--- src/rtl/cmos_tx_if.sv ---
// Camera-side parallel bus of the CMOS sensor emulator: frame sync, line valid and pixel byte.
interface cmos_tx_if;
  logic       cmos_vsync;
  logic       cmos_href;
  logic [7:0] cmos_din;

  modport master (
    output cmos_vsync,
    output cmos_href,
    output cmos_din
  );

  modport slave (
    input cmos_vsync,
    input cmos_href,
    input cmos_din
  );
endinterface

--- src/rtl/cmos_tx.sv ---
// CMOS sensor emulator: frames of RGB565 test patterns sent as vsync/href/byte stream,
// high byte first. All outputs are registered from the next-state values.
module cmos_tx #(
  parameter int unsigned H_ACT  = 640,
  parameter int unsigned V_ACT  = 480,
  parameter int unsigned VS_LEN = 2000,
  parameter int unsigned VBP    = 2000,
  parameter int unsigned HBLANK = 1000,
  parameter int unsigned VFP    = 2000
) (
  input  logic             clk,
  input  logic             rst_n,
  input  logic             enable,
  input  logic [1:0]       mode,
  input  logic [15:0]      solid_color,
  cmos_tx_if.master        cam,
  output logic             busy,
  output logic             frame_done
);

  localparam int unsigned LineLen = 2 * H_ACT;
  localparam int unsigned Max0    = (VS_LEN > VBP) ? VS_LEN : VBP;
  localparam int unsigned Max1    = (HBLANK > VFP) ? HBLANK : VFP;
  localparam int unsigned Max2    = (Max0 > Max1) ? Max0 : Max1;
  localparam int unsigned CntMax  = (Max2 > LineLen) ? Max2 : LineLen;
  localparam int unsigned CW      = $clog2(CntMax);
  localparam int unsigned LW      = $clog2(V_ACT + 1);
  localparam int unsigned BarW    = H_ACT / 8;
  localparam int unsigned BW      = (BarW > 1) ? $clog2(BarW) : 1;
  localparam logic [15:0] LfsrSeed = 16'hACE1;
  localparam logic [15:0] LfsrMask = 16'hB400;

  typedef enum logic [2:0] {StIdle, StVsync, StVbp, StAct, StHbl, StVfp} state_e;

  state_e          state_q, state_d;
  logic [CW-1:0]   cnt_q, cnt_d;
  logic [LW-1:0]   line_q, line_d;
  logic [BW-1:0]   bar_cnt_q, bar_cnt_d;
  logic [2:0]      bar_idx_q, bar_idx_d;
  logic [15:0]     lfsr_q, lfsr_d;
  logic [1:0]      mode_q, mode_d;
  logic [15:0]     color_q, color_d;
  logic            vsync_q, vsync_d;
  logic            href_q, href_d;
  logic [7:0]      din_q, din_d;
  logic            busy_q, busy_d;
  logic            done_q, done_d;
  logic            start_frame;
  logic [CW-2:0]   x_d;
  logic [15:0]     pix;

  function automatic logic [15:0] lfsr_step(input logic [15:0] s);
    return s[0] ? ((s >> 1) ^ LfsrMask) : (s >> 1);
  endfunction

  function automatic logic [15:0] bar_rgb(input logic [2:0] idx);
    logic [15:0] c;
    unique case (idx)
      3'd0:    c = 16'hFFFF;
      3'd1:    c = 16'hFFE0;
      3'd2:    c = 16'h07FF;
      3'd3:    c = 16'h07E0;
      3'd4:    c = 16'hF81F;
      3'd5:    c = 16'hF800;
      3'd6:    c = 16'h001F;
      default: c = 16'h0000;
    endcase
    return c;
  endfunction

  always_comb begin
    state_d     = state_q;
    cnt_d       = cnt_q + CW'(1);
    line_d      = line_q;
    bar_cnt_d   = bar_cnt_q;
    bar_idx_d   = bar_idx_q;
    lfsr_d      = lfsr_q;
    mode_d      = mode_q;
    color_d     = color_q;
    start_frame = 1'b0;

    unique case (state_q)
      StIdle: begin
        cnt_d = '0;
        if (enable) start_frame = 1'b1;
      end
      StVsync: begin
        if (cnt_q == CW'(VS_LEN - 1)) begin
          state_d = StVbp;
          cnt_d   = '0;
        end
      end
      StVbp: begin
        if (cnt_q == CW'(VBP - 1)) begin
          state_d   = StAct;
          cnt_d     = '0;
          bar_cnt_d = '0;
          bar_idx_d = '0;
        end
      end
      StAct: begin
        // Pixel ends on its low byte: advance per-pixel generators.
        if (cnt_q[0]) begin
          lfsr_d = lfsr_step(lfsr_q);
          if (bar_cnt_q == BW'(BarW - 1)) begin
            bar_cnt_d = '0;
            bar_idx_d = bar_idx_q + 3'd1;
          end else begin
            bar_cnt_d = bar_cnt_q + BW'(1);
          end
        end
        if (cnt_q == CW'(LineLen - 1)) begin
          state_d = StHbl;
          cnt_d   = '0;
          line_d  = line_q + LW'(1);
        end
      end
      StHbl: begin
        if (cnt_q == CW'(HBLANK - 1)) begin
          cnt_d     = '0;
          bar_cnt_d = '0;
          bar_idx_d = '0;
          state_d   = (line_q < LW'(V_ACT)) ? StAct : StVfp;
        end
      end
      StVfp: begin
        if (cnt_q == CW'(VFP - 1)) begin
          cnt_d = '0;
          if (enable) start_frame = 1'b1;
          else        state_d     = StIdle;
        end
      end
      default: begin
        state_d = StIdle;
        cnt_d   = '0;
      end
    endcase

    if (start_frame) begin
      state_d = StVsync;
      cnt_d   = '0;
      line_d  = '0;
      lfsr_d  = LfsrSeed;
      mode_d  = mode;
      color_d = solid_color;
    end
  end

  // Pixel for the cycle being set up, derived from next-state counters.
  always_comb begin
    x_d = cnt_d[CW-1:1];
    unique case (mode_d)
      2'd0:    pix = 16'(x_d) + (16'(line_d) << 8);
      2'd1:    pix = bar_rgb(bar_idx_d);
      2'd2:    pix = color_d;
      default: pix = lfsr_d;
    endcase
    vsync_d = (state_d == StVsync);
    href_d  = (state_d == StAct);
    din_d   = href_d ? (cnt_d[0] ? pix[7:0] : pix[15:8]) : 8'h00;
    busy_d  = (state_d != StIdle);
    done_d  = (state_d == StVfp) && (cnt_d == CW'(VFP - 1));
  end

  always_ff @(posedge clk or negedge rst_n) begin
    if (!rst_n) begin
      state_q   <= StIdle;
      cnt_q     <= '0;
      line_q    <= '0;
      bar_cnt_q <= '0;
      bar_idx_q <= '0;
      lfsr_q    <= LfsrSeed;
      mode_q    <= '0;
      color_q   <= '0;
      vsync_q   <= 1'b0;
      href_q    <= 1'b0;
      din_q     <= '0;
      busy_q    <= 1'b0;
      done_q    <= 1'b0;
    end else begin
      state_q   <= state_d;
      cnt_q     <= cnt_d;
      line_q    <= line_d;
      bar_cnt_q <= bar_cnt_d;
      bar_idx_q <= bar_idx_d;
      lfsr_q    <= lfsr_d;
      mode_q    <= mode_d;
      color_q   <= color_d;
      vsync_q   <= vsync_d;
      href_q    <= href_d;
      din_q     <= din_d;
      busy_q    <= busy_d;
      done_q    <= done_d;
    end
  end

  assign cam.cmos_vsync = vsync_q;
  assign cam.cmos_href  = href_q;
  assign cam.cmos_din   = din_q;
  assign busy           = busy_q;
  assign frame_done     = done_q;

endmodule

--- src/flat_wrapper.sv ---
// flat-port wrapper written by rule: the top's interface ports become plain ports
module cmos_tx_flat 
#(
  parameter int unsigned H_ACT  = 640,
  parameter int unsigned V_ACT  = 480,
  parameter int unsigned VS_LEN = 2000,
  parameter int unsigned VBP    = 2000,
  parameter int unsigned HBLANK = 1000,
  parameter int unsigned VFP    = 2000
)
  (clk, rst_n, enable, mode, solid_color, busy, frame_done, cam_cmos_vsync, cam_cmos_href, cam_cmos_din);
  cmos_tx_if cam_i ();
  input  logic clk;
  input  logic rst_n;
  input  logic enable;
  input  logic [1:0] mode;
  input  logic [15:0] solid_color;
  output logic busy;
  output logic frame_done;
  output wire logic [$bits(cam_i.cmos_vsync)-1:0] cam_cmos_vsync;
  output wire logic [$bits(cam_i.cmos_href)-1:0] cam_cmos_href;
  output wire logic [$bits(cam_i.cmos_din)-1:0] cam_cmos_din;
  assign cam_cmos_vsync = cam_i.cmos_vsync;
  assign cam_cmos_href = cam_i.cmos_href;
  assign cam_cmos_din = cam_i.cmos_din;
  cmos_tx #(.H_ACT(H_ACT), .V_ACT(V_ACT), .VS_LEN(VS_LEN), .VBP(VBP), .HBLANK(HBLANK), .VFP(VFP)) u_core (.clk(clk), .rst_n(rst_n), .enable(enable), .mode(mode), .solid_color(solid_color), .cam(cam_i), .busy(busy), .frame_done(frame_done));
endmodule
--- config.mk ---
export PLATFORM = sky130hd
export DESIGN_NAME = cmos_tx_flat
export DESIGN_NICKNAME = d
export VERILOG_FILES = /design/src/rtl/cmos_tx_if.sv /design/src/rtl/cmos_tx.sv /design/src/flat_wrapper.sv
export SDC_FILE = /design/constraint.sdc
export NUM_CORES = 1
export LEC_CHECK = 0
export CAP_MARGIN = 20
export CORE_MARGIN = 5
export CORE_UTILIZATION = 40
export CTS_BUF_LIST = sky130_fd_sc_hd__clkbuf_2
export CTS_CLUSTER_DIAMETER = 40
export CTS_CLUSTER_SIZE = 10
export DETAILED_ROUTE_END_ITERATION = 8
export HOLD_SLACK_MARGIN = 0.03
export SYNTH_ARGS = -nofsm -noshare
export SYNTH_HDL_FRONTEND = slang
export SYNTH_SLANG_ARGS = --single-unit
--- constraint.sdc ---
create_clock -name clk -period 3.1 [get_ports clk]
set_input_delay 0.93 -clock clk [delete_from_list [all_inputs] [get_ports clk]]
set_output_delay 0.93 -clock clk [all_outputs]
set_load 0.005 [all_outputs]
After elaboration in Yosys (flattened, before gate mapping) --
Cells that the tools add are included. W data, S select, Z words.
Operators by class: muxes and demuxes 40, eq/ne operators 24, bitwise logic cells 1, reduce and logical (&&, ||, !) cells 11, $lt $le $gt $ge 1, add/sub/neg operators 5
Operator list (count):
- $pmux W16 S7 | 1
- $mux W16 | 5
- $pmux W16 S3 | 1
- $mux W11 | 4
- $mux W3 | 12
- $eq A11 B11 Y1 const B | 3
- $pmux W11 S3 | 1
- $mux W7 | 4
- $mux W9 | 3
- $pmux W7 S3 | 1
- $eq A3 B3 Y1 const B | 6
- $pmux W3 S6 | 1
- $add A10 B16 Y16 | 1
- $mux W8 | 2
- $eq A3 B2 Y1 const B | 5
- $add A11 B1 Y11 const B | 1
- $eq A11 B10 Y1 const B | 1
- $add A9 B1 Y9 const B | 1
- $eq A3 B1 Y1 const B | 3
- $lt A9 B9 Y1 const B | 1
- $pmux W3 S3 | 1
- $add A7 B1 Y7 const B | 1
- $eq A7 B7 Y1 const B | 1
- $logic_not A3 Y1 | 2
- other kinds (15) | 20
Word-level totals: output and inout bits 12, bits of input ports 21, register bits 79, word-level logic and storage cells 96

Longest topological paths before layout --
Gate-level depths: netlist (run 1).
depth after elaboration 9, depth in mapped cells 15, depth with buffers taken out 13

Least setup slack after synthesis (run 1) --
Ideal clock, no wire load.
path kind input-to-reg, start input port enable, end register u_core.din_q[7], in the netlist u_core.cam.cmos_din[7], arrival time 3283 ps, stages 13, setup time 127 ps, data required time 2973 ps, path slack -310 ps, path buffers 2, cell sequence nor2b_1 > o21a_1 > clkbuf_1 > buf_1 > or2_2 > inv_1 > ha_1 > a21oi_1 > nor3_1 > nand4_1 > xor2_1 > a221oi_2 > nor3_1
On the way: longest elaborated chain between the ends 8, elaborated cells on any way between the ends 20
RTL lines:
- start: declaration | line flat_wrapper.sv:15 | input logic enable;
- $mux W1 (*) | line cmos_tx.sv:85, cmos_tx.sv:129
- $mux W1 | line cmos_tx.sv:127 | if (cnt_q == CW'(VFP - 1)) begin
- $pmux W1 S2 (*) | line cmos_tx.sv:82 | unique case (state_q)
- $mux W9 (*) | line cmos_tx.sv:139 | if (start_frame) begin
- named net u_core.line_d[1] | line cmos_tx.sv:37 | logic [LW-1:0] line_q, line_d;
- $add A10 B16 Y16 (*) | line cmos_tx.sv:153 | 2'd0: pix = 16'(x_d) + (16'(line_d) << 8);
- $pmux W16 S3 (*) | line cmos_tx.sv:152 | unique case (mode_d)
- $mux W8 (*) (2 in series) | line cmos_tx.sv:160 | din_d = href_d ? (cnt_d[0] ? pix[7:0] : pix[15:8]) : 8'h00;
- named net u_core.din_d[7] | line cmos_tx.sv:45 | logic [7:0] din_q, din_d;
- end signal: assignment | line cmos_tx.sv:191 | din_q <= din_d;
- end: declaration | line cmos_tx.sv:45
The timed path passes the listed nets; every way through them passes the cells marked *. A chain may end at the register's enable or synchronous reset.

Worst setup path after layout (run 1) --
start register u_core.cnt_q[8], end register u_core.din_q[4], in the netlist u_core.cam.cmos_din[4]
On the way: longest elaborated chain between the ends 8, elaborated cells on any way between the ends 43
RTL lines:
- start: declaration | line cmos_tx.sv:36 | logic [CW-1:0] cnt_q, cnt_d;
- start signal: assignment | line cmos_tx.sv:182 | cnt_q <= cnt_d;
- $eq A11 B11 Y1 (on tied branches) | line cmos_tx.sv:127, cmos_tx.sv:112
- $mux W1 / $mux W9 (equally long branches) | line cmos_tx.sv:127, cmos_tx.sv:112
- $pmux W1 S2 / $mux W9 (equally long branches) | line cmos_tx.sv:82
- $mux W9 (*) | line cmos_tx.sv:139
- named net u_core.line_d[0] | line cmos_tx.sv:37
- $add A10 B16 Y16 (*) | line cmos_tx.sv:153
- $pmux W16 S3 (*) | line cmos_tx.sv:152
- $mux W8 (*) (2 in series) | line cmos_tx.sv:160
- named net u_core.din_d[4] | line cmos_tx.sv:45
The timed path passes the listed nets; every way through them passes the cells marked *. The select of a mux whose other input is x is not followed.

==> reports/qor.txt, run 1 <==
outcome = completed
1st-iter DRT viols = 315
wire per inst = 16.9 um
worst hold-check path type = in2async
clk sinks = 79
Starting Density = 41.3%
synthesized area = 4280 um^2
PortBufs = 32
CP Capture Type = flip-flop
Pleak = 0.00240 uW
Slew Viols, Final = 0
max cap viols = 0
die area = 12900 um^2
number of synthesized flops with an enable pin = 0
Commonest cells post-synth = 96 x nand2_1, 71 x dfrtp_1, 43 x nor2_1, 25 x a21oi_1, 24 x nand3_1
Worst Skew = 0.0255 ns
max incr delay on CP = 0.47 ns
Reg clk slew, reported paths = 0.23 ns
most frequent cell after synthesis = nand2_1
R2R depth = 11
residual DRC count = 0
drt total wl = 11600 um
Post-Syn Instances = 482
unrepaired setup endpoints after global routing = yes
Core Rows = 37
Final ANT Viol Nets = 0
R2R Setup Slk = 0.06 ns
share of cells above drive strength 1 = 17.3%
total CTS buffers = 9
via total after detailed routing = 3732
Max Clk Rate = 0.329 GHz
Max Fanout on Critical Path = 4
vias in the first global route = 3668
CTS tree = yes
Tcrit/Tclk final = 97.9%
1st-pass router iterations = 5
Tot GR Track Use = 18.7%
non-filler instance count after layout = 686
H-Tree Depth = 3
Tmin final = 3.04 ns
Nets = 573
average cell area after synthesis = 8.89 um^2
worst-path cell chain = or3b_1 -> or4_4 -> xor2_1 -> nor2_1 -> ha_2 -> inv_2 -> fa_2 -> nor4_4 -> xnor2_1 -> o22a_1 -> o32ai_1
ant diodes = 0
Overflow after GRT = 0
routability cong. = 0.963
power per cell area = 347 nW/um^2
Synth Warn # = 0
top-area cell type share of the netlist area = 41.5%
DIE HEIGHT = 113 um
initial antenna violation count = 0
top area cells in the synthesized netlist = dfrtp_1 41%, nand2_1 8.4%, dfstp_2 4.9%
RR Endpoint = u_core.cam.cmos_din[4]
area leader, netlist = dfrtp_1
syn nets = 510
DP Wirelength = 8690 um
clock buffer depth = 2
Area Growth Syn to Fin = 22.8%
latest clock arrival within the worst-skew pair = 0.53 ns
Placed Cells = 667
number of I/O pins = 33
hold slack = 0.186 ns
post-synthesis cell type count = 64
via density per instance = 5.44
largest net degree at the start of global routing = 77
CORE AREA = 10400 um^2
dominant synthesized flop cell = dfrtp_1
CP Class = reg2reg
Die W = 113 um
Final Setup Violations = 0
Data required, critical path = 3.54 ns
Filler Cells Inserted = 1012
async set-or-reset flop fraction in the synthesized netlist = 100%
cts hold-fix bufs = 0
number of synthesized register bits = 79
clk root buf = clkbuf_2
Worst VDD drop = 201 uV
first-pass GRT wire length = 19100 um
worst-margin pin slew = 0.515 ns
critical path arrival = 3.48 ns
Slew headroom = 65.4%
r2r startpoint = u_core.cnt_q[8]
critical path's slowest cell = or4_4
startpoint class of the critical path = flip-flop
sequential element share of the synthesized area = 46.4%
Final Hold Fails = 0
-- worst max path at each step --
stage,from,end,cells after the start
floorplan,u_core.cnt_q[0],u_core.cam.cmos_din[7],15
global placement,enable,u_core.cam.cmos_din[7],12
detailed placement,enable,u_core.cam.cmos_din[7],12
CTS,u_core.cnt_q[1],u_core.cam.cmos_din[4],12
global route,u_core.cnt_q[1],u_core.cam.cmos_din[4],12
finish,u_core.cnt_q[8],u_core.cam.cmos_din[4],11
-- power breakdown --
part / switching [uW] / internal, uW
Combinational: 25.8 / 28.3
Sequential: 0 / 1030
Clock: 381 / 359
Total: 407 / 1420
-- critical path: cells and delay by family, from the launching register on --
| family | cells | cell delay (ns) |
|---|---|---|
| AOI/OAI and AO/OA | 2 | 0.34 |
| buffers and inverters | 1 | 0.04 |
| adders and majority gates | 2 | 0.59 |
| xor gates and xnor gates | 2 | 0.26 |
| and+or+nand+nor | 4 | 1.28 |
| DFF | 1 | 0.44 |
-- state kept, by name, summed over array words and instances, names as in the netlist --
signal / flops
u_core.frame_done: 1
u_core.bar_cnt_q: 7
u_core.state_q: 3
u_core.lfsr_q: 16
u_core.cam.cmos_din: 8
u_core.line_q: 9
u_core.cam.cmos_vsync: 1
u_core.color_q: 16
u_core.mode_q: 2
u_core.bar_idx_q: 3
u_core.busy: 1
u_core.cnt_q: 11
u_core.cam.cmos_href: 1
-- cells by family after synthesis --
kind of cell	after synthesis	synth area share [%]
xor gates and xnor gates	26	5.32
buffers and inverters	39	3.56
AOI/OAI and AO/OA	90	14.4
DFF	79	46.4
muxes	8	2.02
and+or+nand+nor	233	26.1
adders and majority gates	7	2.22
-- metrics by stage --
stage	setup WS, ns	power, uW	setup TNS (ns)	cell area [um^2]	utilization, %
2_1_floorplan	0.0446	1050	0	4310	-
6_report	0.0646	1830	0	5260	50.7
4_1_cts	0.00796	1840	0	5180	49.9
3_5_place_dp	-0.164	1100	-0.788	5010	48.3
3_3_place_gp	-0.166	1100	-0.738	5010	48.3
5_1_grt	-0.0683	1890	-0.159	5260	50.7
-- cell type report --
type | count | area, um^2 | share of cell area (%)
Sequential cell | 79 | 1990 | 37.8
Tap cell | 136 | 170 | 3.24
Clock inverter | 6 | 116 | 2.21
Timing Repair Buffer | 77 | 676 | 12.9
Multi-Input combinational cell | 364 | 2200 | 41.9
Inverter | 14 | 52.6 | 1.00
Clock buffer | 10 | 50.0 | 0.952
-- per-layer routing --
layer	global-route usage (%)	wire, um
met5	0	0
met3	2.92	516
met4	5.37	183
met2	28.5	5230
met1	27.6	5650
-- what timing repair did --
| item | 4_1_cts | 5_1_grt |
|---|---|---|
| buffers inserted | 0 | 2 |
| resized for setup | 0 | 9 |
| endpoints found under the setup margin | 0 | 6 |
-- cells in the final DEF, fill, tap and decap left out, types with 5 or more instances in the layout --
master            n
nand4_1           9
a211oi_1          6
buf_4            45
o22ai_1           6
nand2_1          96
clkdlybuf4s50_1  31
dfstp_2           8
o21ai_0          14
nor3_1           10
and3_1            7
nor2_1           43
dfrtp_1          70
and2_1            6
xnor2_1          13
a21oi_1          25
nor2b_1           5
clkbuf_2         10
inv_1            13
nand3_1          23
mux2_2            5
xor2_1           13
Note: power is estimated with default switching activity, not from simulation.
==> inputs of run 2 (changes only) <==
--- a/config.mk
+++ b/config.mk
@@ -12,6 +12,7 @@
 export CTS_CLUSTER_DIAMETER = 40
 export CTS_CLUSTER_SIZE = 10
 export DETAILED_ROUTE_END_ITERATION = 8
+export DONT_BUFFER_PORTS = 1
 export HOLD_SLACK_MARGIN = 0.03
 export SYNTH_ARGS = -nofsm -noshare
 export SYNTH_HDL_FRONTEND = slang
==> run 2 against run 1 <==
- sequential power about the same
- via count increased by 0.13%
- global-route usage increased by 0.47 points
- largest power group unchanged
- register-to-register slack improved by 0.05 ns
- non-clock buffer count decreased by 26
- critical path depth decreased by 1
- critical path type unchanged
- critical endpoint is now u_core.cam.cmos_din[6]
==> reports/qor.txt, run 2 (synthesis results as in run 1) <==
Max Fanout on Critical Path = 11 (+7)
Core Rows = 37 (unchanged)
biggest regs = u_core.color_q x16, u_core.lfsr_q x16, u_core.cnt_q x11
Tcrit/Tclk final = 96.3% (-1.6 points)
worst hold-check path type = in2async
power per cell area = 335 nW/um^2 (-3.7%)
DP Wirelength = 8690 um (about the same)
worst-margin pin slew = 0.550 ns (+0.0348 ns)
routability cong. = 0.902 (-6.3%)
startpoint class of the critical path = flip-flop
Final ANT Viol Nets = 0 (unchanged)
via density per instance = 5.66 (+4.1%)
Slew Viols, Final = 0 (unchanged)
first-pass GRT wire length = 19700 um (+3.0%)
share of cells above drive strength 1 = 20.2% (+3.0 points)
clk root buf = clkbuf_2
Worst Skew = 0.0328 ns (+0.00732 ns)
wire per inst = 18.2 um (+7.7%)
ant diodes = 0 (unchanged)
CTS tree = yes
Filler Cells Inserted = 1031 (+1.9%)
CP endpoint = u_core.cam.cmos_din[6]
vias in the first global route = 3833 (+4.5%)
max incr delay on CP = 0.53 ns (+0.06 ns)
Data required, critical path = 3.57 ns (+0.03 ns)
Slew headroom = 63.2% (-2.2 points)
CP Capture Type = flip-flop
critical path's slowest cell = or4_4
H-Tree Depth = 3 (unchanged)
Post-Route Utilization = 48.0% (-2.7 points)
die area = 12900 um^2 (unchanged)
DIE HEIGHT = 113 um (unchanged)
most frequent cells in the layout = 96 x nand2_1, 70 x dfrtp_1, 48 x buf_4
residual DRC count = 0 (unchanged)
initial antenna violation count = 0 (unchanged)
most common cell after layout, fill and taps aside = nand2_1
drt total wl = 12000 um (+3.6%)
PortBufs = 0 (-100%)
latest clock arrival within the worst-skew pair = 0.54 ns (about the same)
clock buffer depth = 2 (unchanged)
r2r startpoint = u_core.cnt_q[8]
max cap viols = 0 (unchanged)
Starting Density = 41.3% (unchanged)
Die W = 113 um (unchanged)
Area Growth Syn to Fin = 16.3%
outcome = completed
hold slack = 0.163 ns (-0.0231 ns)
via total after detailed routing = 3737 (+0.13%)
number of I/O pins = 33 (unchanged)
Overflow after GRT = 0 (unchanged)
Max Clk Rate = 0.335 GHz (+1.6%)
1st-pass router iterations = 6 (+1)
Final Hold Fails = 0 (unchanged)
Reg clk slew, reported paths = 0.27 ns (+0.04 ns)
largest net degree at the start of global routing = 40 (-48%)
unrepaired setup endpoints after global routing = yes
R2R Setup Slk = 0.11 ns (+0.05 ns)
total CTS buffers = 9 (unchanged)
worst-path cell chain = or3b_4 -> or4_4 -> buf_4 -> or4_4 -> a21oi_4 -> buf_4 -> nand4b_1 -> xor2_1 -> o22a_1 -> o32ai_2
RR Endpoint = u_core.cam.cmos_din[6]
Tot GR Track Use = 19.2% (+0.47 points)
clk sinks = 79 (unchanged)
Nets = 547 (-4.5%)
Critical path origin = u_core.cnt_q[8]
R2R depth = 10 (-1)
Pleak = 0.00228 uW (-5.1%)
Worst VDD drop = 176 uV (-13%)
1st-iter DRT viols = 391 (+24%)
CORE AREA = 10400 um^2 (unchanged)
Final Setup Violations = 0 (unchanged)
CP Class = reg2reg
critical path arrival = 3.45 ns (-0.03 ns)
Tmin final = 2.99 ns (-0.0492 ns)
## run 2: area by class of cell
class | count | area (um^2) | share of cell area [%]
inverter | 14 | 52.6 | 1.06
multi-input combinational | 364 | 2230 | 44.8
clock inverter | 7 | 81.3 | 1.63
timing repair buffer | 51 | 410 | 8.24
clock buffer | 9 | 45.0 | 0.904
sequential | 79 | 1990 | 39.9
tap | 136 | 170 | 3.42
## run 2: per-stage QoR
stage / instance area [um^2] / std cells / power, uW / TNS, ns / setup WS (ns)
after floorplan: 4310 / 482 / 1050 / 0 / 0.0446
after global placement: 4710 / 637 / 1050 / 0 / 0.0386
after detailed placement: 4710 / 637 / 1050 / -0.0354 / -0.0261
after CTS: 4890 / 657 / 1680 / -0.0701 / -0.0523
after global routing: 4980 / 660 / 1730 / -0.00142 / -0.00142
final: 4980 / 660 / 1670 / 0 / 0.114
## run 2: layer usage
metal,global-route usage (%),wire length [um]
met1,26.5,5400
met2,30.3,5520
met3,5.94,942
met4,3.13,136
met5,0,0
## run 2: where the power goes
| part | internal [uW] | switching [uW] |
|---|---|---|
| combinational | 7.01 | 19.2 |
| clock | 195 | 411 |
| sequential | 1030 | 0 |
## run 2: repair_timing
item / CTS / global route
hold buffers: 2 / 1
pin swaps: 7 / 8
setup buffers: 3 / 2
endpoints found under the hold margin: 37 / 29
gates resized for setup: 5 / 13
gates cloned: 0 / 0
setup endpoints to repair: 3 / 8
## run 2: worst min path at each step
stage | startpoint | end | slack (ns)
after floorplan | u_core.color_q[12] | u_core.color_q[12] | 0.44
after global placement | u_core.color_q[5] | u_core.color_q[5] | 0.47
after detailed placement | u_core.color_q[5] | u_core.color_q[5] | 0.47
after CTS | rst_n | u_core.cnt_q[4] | 0.03
after global routing | rst_n | u_core.lfsr_q[13] | 0.1
final | rst_n | u_core.state_q[0] | 0.16
## run 2: worst max-delay path, delay by kind of cell (launching register included)
| kind | cells | cell delay (ns) |
|---|---|---|
| simple gates | 4 | 1.48 |
| buf+inv | 2 | 0.34 |
| flops | 1 | 0.45 |
| compound gates | 3 | 0.46 |
| xor+xnor | 1 | 0.19 |
